**src/rtl/rf80386_bus_arbiter.sv**
```systemverilog
// Round-robin arbiter merging the icache refill port and the data port onto one
// tagged bus master; one transaction outstanding, with retry back-off and a response timeout.
module rf80386_bus_arbiter #(
    parameter logic [5:0]  CORENO   = 6'd1,
    parameter logic [2:0]  CID      = 3'd1,
    parameter int unsigned RTY_WAIT = 16,
    parameter int unsigned TIMEOUT  = 255
) (
    input  logic         clk_i,
    input  logic         rst_ni,

    // Instruction (refill) port
    input  logic         ireq_i,
    input  logic [31:0]  iadr_i,
    output logic         iack_o,
    output logic         ierr_o,
    output logic [127:0] idat_o,

    // Data port
    input  logic         dreq_i,
    input  logic         dwe_i,
    input  logic [31:0]  dadr_i,
    input  logic [15:0]  dsel_i,
    input  logic [127:0] ddat_i,
    output logic         dack_o,
    output logic         derr_o,
    output logic [127:0] ddat_o,

    // Bus master
    output logic         cyc_o,
    output logic         stb_o,
    output logic         we_o,
    output logic [31:0]  adr_o,
    output logic [15:0]  sel_o,
    output logic [127:0] dat_o,
    output logic [5:0]   tid_core_o,
    output logic [2:0]   tid_chan_o,
    output logic [3:0]   tid_tran_o,

    // Bus response
    input  logic         ack_i,
    input  logic         rty_i,
    input  logic [3:0]   tid_tran_i,
    input  logic [127:0] dat_i
);

    typedef enum logic [1:0] {
        StIdle,
        StIssue,
        StWait,
        StRetry
    } state_e;

    // Counter values at which the timeout / retry back-off expire on the next edge
    localparam logic [15:0] TmoLast = 16'(TIMEOUT - 1);
    localparam logic [15:0] RtyLast = 16'(RTY_WAIT - 1);

    state_e         state_q, state_d;
    logic [3:0]     tid_q, tid_d;
    logic [15:0]    cnt_q, cnt_d;
    logic           last_instr_q, last_instr_d;
    logic           gnt_instr_q, gnt_instr_d;
    logic           we_q, we_d;
    logic [31:0]    adr_q, adr_d;
    logic [15:0]    sel_q, sel_d;
    logic [127:0]   wdat_q, wdat_d;
    logic           iack_q, iack_d;
    logic           ierr_q, ierr_d;
    logic           dack_q, dack_d;
    logic           derr_q, derr_d;
    logic [127:0]   idat_q, idat_d;
    logic [127:0]   ddat_q, ddat_d;

    logic           grant_instr;
    logic           rsp_match;

    // Tid sequence 1..15 then back to 1; 0 is reserved for "nothing issued"
    function automatic logic [3:0] next_tid(input logic [3:0] t);
        return (t == 4'd15) ? 4'd1 : t + 4'd1;
    endfunction

    // On contention the port not served last wins
    assign grant_instr = ireq_i && (!dreq_i || !last_instr_q);
    assign rsp_match   = (tid_tran_i == tid_q);

    always_comb begin
        state_d      = state_q;
        tid_d        = tid_q;
        cnt_d        = cnt_q;
        last_instr_d = last_instr_q;
        gnt_instr_d  = gnt_instr_q;
        we_d         = we_q;
        adr_d        = adr_q;
        sel_d        = sel_q;
        wdat_d       = wdat_q;
        iack_d       = 1'b0;
        ierr_d       = 1'b0;
        dack_d       = 1'b0;
        derr_d       = 1'b0;
        idat_d       = idat_q;
        ddat_d       = ddat_q;

        case (state_q)
            StIdle: begin
                if (ireq_i || dreq_i) begin
                    gnt_instr_d  = grant_instr;
                    last_instr_d = grant_instr;
                    tid_d        = next_tid(tid_q);
                    cnt_d        = '0;
                    state_d      = StIssue;
                    if (grant_instr) begin
                        adr_d  = iadr_i;
                        we_d   = 1'b0;
                        sel_d  = 16'hFFFF;
                        wdat_d = '0;
                    end else begin
                        adr_d  = dadr_i;
                        we_d   = dwe_i;
                        sel_d  = dsel_i;
                        wdat_d = ddat_i;
                    end
                end
            end

            StIssue: begin
                // The counter runs from the strobe cycle, so it reads k in the k-th cycle after stb
                cnt_d   = cnt_q + 16'd1;
                state_d = StWait;
            end

            StWait: begin
                if (ack_i && rsp_match) begin
                    state_d = StIdle;
                    if (gnt_instr_q) begin
                        iack_d = 1'b1;
                        idat_d = dat_i;
                    end else begin
                        dack_d = 1'b1;
                        ddat_d = dat_i;
                    end
                end else if (rty_i && rsp_match) begin
                    cnt_d   = '0;
                    state_d = StRetry;
                end else if (cnt_q == TmoLast) begin
                    state_d = StIdle;
                    if (gnt_instr_q) begin
                        ierr_d = 1'b1;
                        idat_d = '0;
                    end else begin
                        derr_d = 1'b1;
                        ddat_d = '0;
                    end
                end else begin
                    cnt_d = cnt_q + 16'd1;
                end
            end

            StRetry: begin
                if (cnt_q == RtyLast) begin
                    tid_d   = next_tid(tid_q);
                    cnt_d   = '0;
                    state_d = StIssue;
                end else begin
                    cnt_d = cnt_q + 16'd1;
                end
            end

            default: state_d = StIdle;
        endcase
    end

    always_ff @(posedge clk_i or negedge rst_ni) begin
        if (!rst_ni) begin
            state_q      <= StIdle;
            tid_q        <= '0;
            cnt_q        <= '0;
            last_instr_q <= 1'b1;
            gnt_instr_q  <= 1'b0;
            we_q         <= 1'b0;
            adr_q        <= '0;
            sel_q        <= '0;
            wdat_q       <= '0;
            iack_q       <= 1'b0;
            ierr_q       <= 1'b0;
            dack_q       <= 1'b0;
            derr_q       <= 1'b0;
            idat_q       <= '0;
            ddat_q       <= '0;
        end else begin
            state_q      <= state_d;
            tid_q        <= tid_d;
            cnt_q        <= cnt_d;
            last_instr_q <= last_instr_d;
            gnt_instr_q  <= gnt_instr_d;
            we_q         <= we_d;
            adr_q        <= adr_d;
            sel_q        <= sel_d;
            wdat_q       <= wdat_d;
            iack_q       <= iack_d;
            ierr_q       <= ierr_d;
            dack_q       <= dack_d;
            derr_q       <= derr_d;
            idat_q       <= idat_d;
            ddat_q       <= ddat_d;
        end
    end

    assign cyc_o      = (state_q == StIssue) || (state_q == StWait);
    assign stb_o      = (state_q == StIssue);
    assign we_o       = we_q;
    assign adr_o      = adr_q;
    assign sel_o      = sel_q;
    assign dat_o      = wdat_q;
    assign tid_core_o = CORENO;
    assign tid_chan_o = CID;
    assign tid_tran_o = tid_q;

    assign iack_o = iack_q;
    assign ierr_o = ierr_q;
    assign idat_o = idat_q;
    assign dack_o = dack_q;
    assign derr_o = derr_q;
    assign ddat_o = ddat_q;

endmodule

```
**config.mk**
```make
export PLATFORM = sky130hd
export DESIGN_NAME = rf80386_bus_arbiter
export DESIGN_NICKNAME = d
export VERILOG_FILES = /design/src/rtl/rf80386_bus_arbiter.sv
export SDC_FILE = /design/constraint.sdc
export NUM_CORES = 1
export LEC_CHECK = 0
export CAP_MARGIN = 20
export CORE_AREA = 2 2 311 313
export DETAILED_ROUTE_END_ITERATION = 8
export DIE_AREA = 0 0 313 315
export PLACE_DENSITY_LB_ADDON = 0.2
export SKIP_LAST_GASP = 1
export SYNTH_ARGS = -nofsm -noshare
export SYNTH_HDL_FRONTEND = slang
export SYNTH_SLANG_ARGS = --single-unit
```
**constraint.sdc**
```tcl
create_clock -name clk_i -period 2.6 [get_ports clk_i]
set_input_delay 0.52 -clock clk_i [delete_from_list [all_inputs] [get_ports clk_i]]
set_output_delay 0.52 -clock clk_i [all_outputs]
set_load 0.01 [all_outputs]
```
==> results by group, run 1 <==
Clock network
  • CTS Buf Count: 55
  • Clk sinks: 461
  • Clk root buf: clkbuf_16
  • Clock buffer depth: 3
  • CTS clk-pin slew, worst paths: 60 ps
  • H-tree levels: 2
  • Clk_lat worst skew: 630 ps
  • CTS tree: built

Power and ir drop
  • Clk pwr share: 24.3%
  • Reg power frac: a little over a third
  • PwrDens: 1094 nW/µm²
  • VDD IR-drop max: 0.5639 mV
  • Logic gate share of total power: approximately 40%
  • Pleak: roughly 13 nW
  • Total power: 32.51 mW
  • Sw frac: 31.98%
  • Switching Power: slightly above 10 mW
  • Int Pwr: 22.11 mW

STA
  • Setup Skew: 24.31 ps
  • Tightest Pin Transition: 843.3 ps
  • Max Slew Vio Count: 0
  • Final period demand of the worst path: ~2600 ps
  • Max-slew headroom: 43.64%
  • Final setup fails: 0
  • WHS: 443.6 ps
  • Unrepaired setup endpoints after global routing: true
  • Max Freq: slightly below 400 MHz
  • Crit share post-route: 98.78%
  • Hold Vio Cnt, Final: 0

Setup path
  • Reg2reg setup slack: between 30 and 40 ps
  • Crit path launch: cnt_q[8]
  • Worst reg-to-reg path cell count: 7
  • Crit path launch type: flip-flop
  • Critical path type: flip-flop to flip-flop
  • Arrival time at the worst endpoint: about 3100 ps
  • R2R Path End: cnt_q[9]
  • Reg-to-reg critical path startpoint: cnt_q[8]
  • CP required: 3110 ps
  • CP Capture Type: flip-flop
  • Crit Path Max Fanout: 6

Finish
  • Layout Nets: 2,442
  • P&R area growth vs syn: 69.37%
  • Final core utilization: 31.04%
  • Layout cells sized above 1: 12.34%

Logic synthesis
  • Seq/Total Area, Yosys: 65.78%
  • Seq cells post-synth: approximately 460
  • Area contributors post-synth: dfrtp_1, a22o_1, o221a_1
  • Dominant synthesized flop cell: dfrtp_1
  • Syn Inst Count: 1,241
  • Commonest cells in the netlist: dfrtp_1, a22o_1, o221a_1, clkbuf_1, nand2_1
  • Ys async rst share: 100.0%
  • Synth unique cells: 54
  • Cell taking the most area after synthesis: dfrtp_1
  • Yosys top cell area share: 65.63%
  • Most numerous cell in the Yosys netlist: dfrtp_1
  • Syn avg cell area: 14.13 µm²
  • Synth warnings: 0
  • Post-synth EDFFs: 0
  • Post-Syn Area: 17,540 µm²

Global route
  • Remaining Overflow, GRT: 0
  • Largest net degree at the start of global routing: 87
  • Initial antenna violation count: 4
  • Tot GR Track Use: 14.13%
  • First-pass GRT wire length: ~110,000 µm
  • Vias in the first global route: roughly 16,000

Die
  • # IOs: roughly 800
  • Die height: 315 µm
  • Core Area: 95,710 µm²
  • Die width: between 300 and 400 µm
  • Initial Utilization: 18.32%
  • Row Count: 114
  • DIE AREA: 98,600 µm²

Routing
  • Highest metal used: met4
  • Met2 wire length: 35,110 µm
  • M1 wire length: 29,650 µm
  • ANT nets after route: 0
  • Residual DRC: 0
  • Routed vias: 14,680
  • Wirelength, routed: 72,470 µm
  • Met3 WL post-DR: 5347 µm
  • Vias per cell: 4.304
  • Drt pass-1 iters: 5
  • Iteration-0 DRC Markers: 869
  • Routed WL per cell: 21.25 µm

Run
  • Maxcap violations: 0

Placed design
  • Hpwl dp: 53,830 µm
  • Port Buffers: 789
  • RD Place Congestion: 0.8100

Run status
  • Run status: completed

Hold path
  • Hold Crit Class: input pin to async pin
==> worst max path at each step <==
stage               endpoint  cells after the start
6_report            cnt_q[9]                      7
5_1_grt             cnt_q[9]                      7
4_1_cts            cnt_q[10]                      7
3_5_place_dp      idat_o[10]                      9
3_3_place_gp      idat_o[16]                      9
2_1_floorplan  tid_tran_o[1]                      5
==> state kept, by name, indices dropped and copies added, names as in the netlist, 2 cells and up <==
name,flops
adr_o,32
cnt_q,16
dat_o,128
ddat_o,128
idat_o,128
sel_o,16
state_q,2
tid_tran_o,4
==> cell type report <==
class	instances	area, µm²
Fill cell	9550	66010
Sequential cell	461	11540
Timing Repair Buffer	909	9186
Multi-Input combinational cell	646	5488
Tap cell	1276	1597
Clock buffer	78	1573
Clock inverter	23	261.5
Inverter	15	56.30
Antenna cell	2	5.005
==> logic make-up after synthesis <==
group | share of synthesized area, %
AOI/OAI and AO/OA | 24.75
DFF | 65.78
buffers and inverters | 3.467
and+or+nand+nor | 3.260
muxes | 1.948
adders and majority gates | 0.4994
xor gates and xnor gates | 0.2497
other | 0.04282
==> power by group through the flow <==
stage	clock network [mW]	logic, mW	registers [mW]
2_1_floorplan	0	3.83	12.7
3_3_place_gp	0	13.0	11.7
3_5_place_dp	0	13.1	11.7
4_1_cts	8.19	13.2	11.7
5_1_grt	8.47	13.8	12.0
6_report	7.91	13.0	11.6
==> placed cells by master (no fill, tap or decap), types with 15 or more instances in the layout <==
cell and n:
nand2_1 46, buf_12 30, dfrtp_1 460, mux2i_1 33
clkbuf_16 55, o22a_1 16, inv_1 15, o221a_2 28
o221a_1 100, buf_4 89, clkdlybuf4s50_1 786, o21ai_0 38
a22o_1 259
==> timing repair <==
item	in CTS	in global routing
resized for setup	3	5
setup buffers	0	1
hold endpoints to repair	34	0
hold buffers	1	0
pin swaps	0	3
setup endpoints to repair	13	15
==> metal layers <==
layer	vias up	track usage (%)
met1	7407	17.21
met3	118	4.315
met2	645	23.61
met5	-	0
met4	0	4.959
li1	6506	-
==> stage by stage <==
step	instance area [µm²]	worst slack (ps)	setup TNS, ps	std cells
after CTS	29690	10.14	0	3407
after detailed placement	27820	-232.1	-32460	3305
after global routing	29700	-25.84	-80.07	3410
after global placement	27820	-187.6	-24120	3305
final	29700	31.78	0	3410
after floorplan	17560	261.4	0	1248
==> critical path, stage by stage, from the launching register on <==
cell and delay (ps):
dfrtp_1 400, or4_4 550, or4b_4 570, o21ai_4 210
buf_4 140, a21boi_4 260, o21ai_0 140, a21o_1 190
Note: power is estimated with default switching activity, not from simulation.
==> run 2, diff against run 1 <==
GPL_ROUTABILITY_DRIVEN = 0   (was default)
==> results of run 2 <==
Final layout, timing and power as in run 1 (identical DEF).
==> run 3, diff against run 2 <==
GPL_ROUTABILITY_DRIVEN = default   (was 0)
==> results of run 3 <==
Final layout, timing and power as in run 1 (identical DEF).
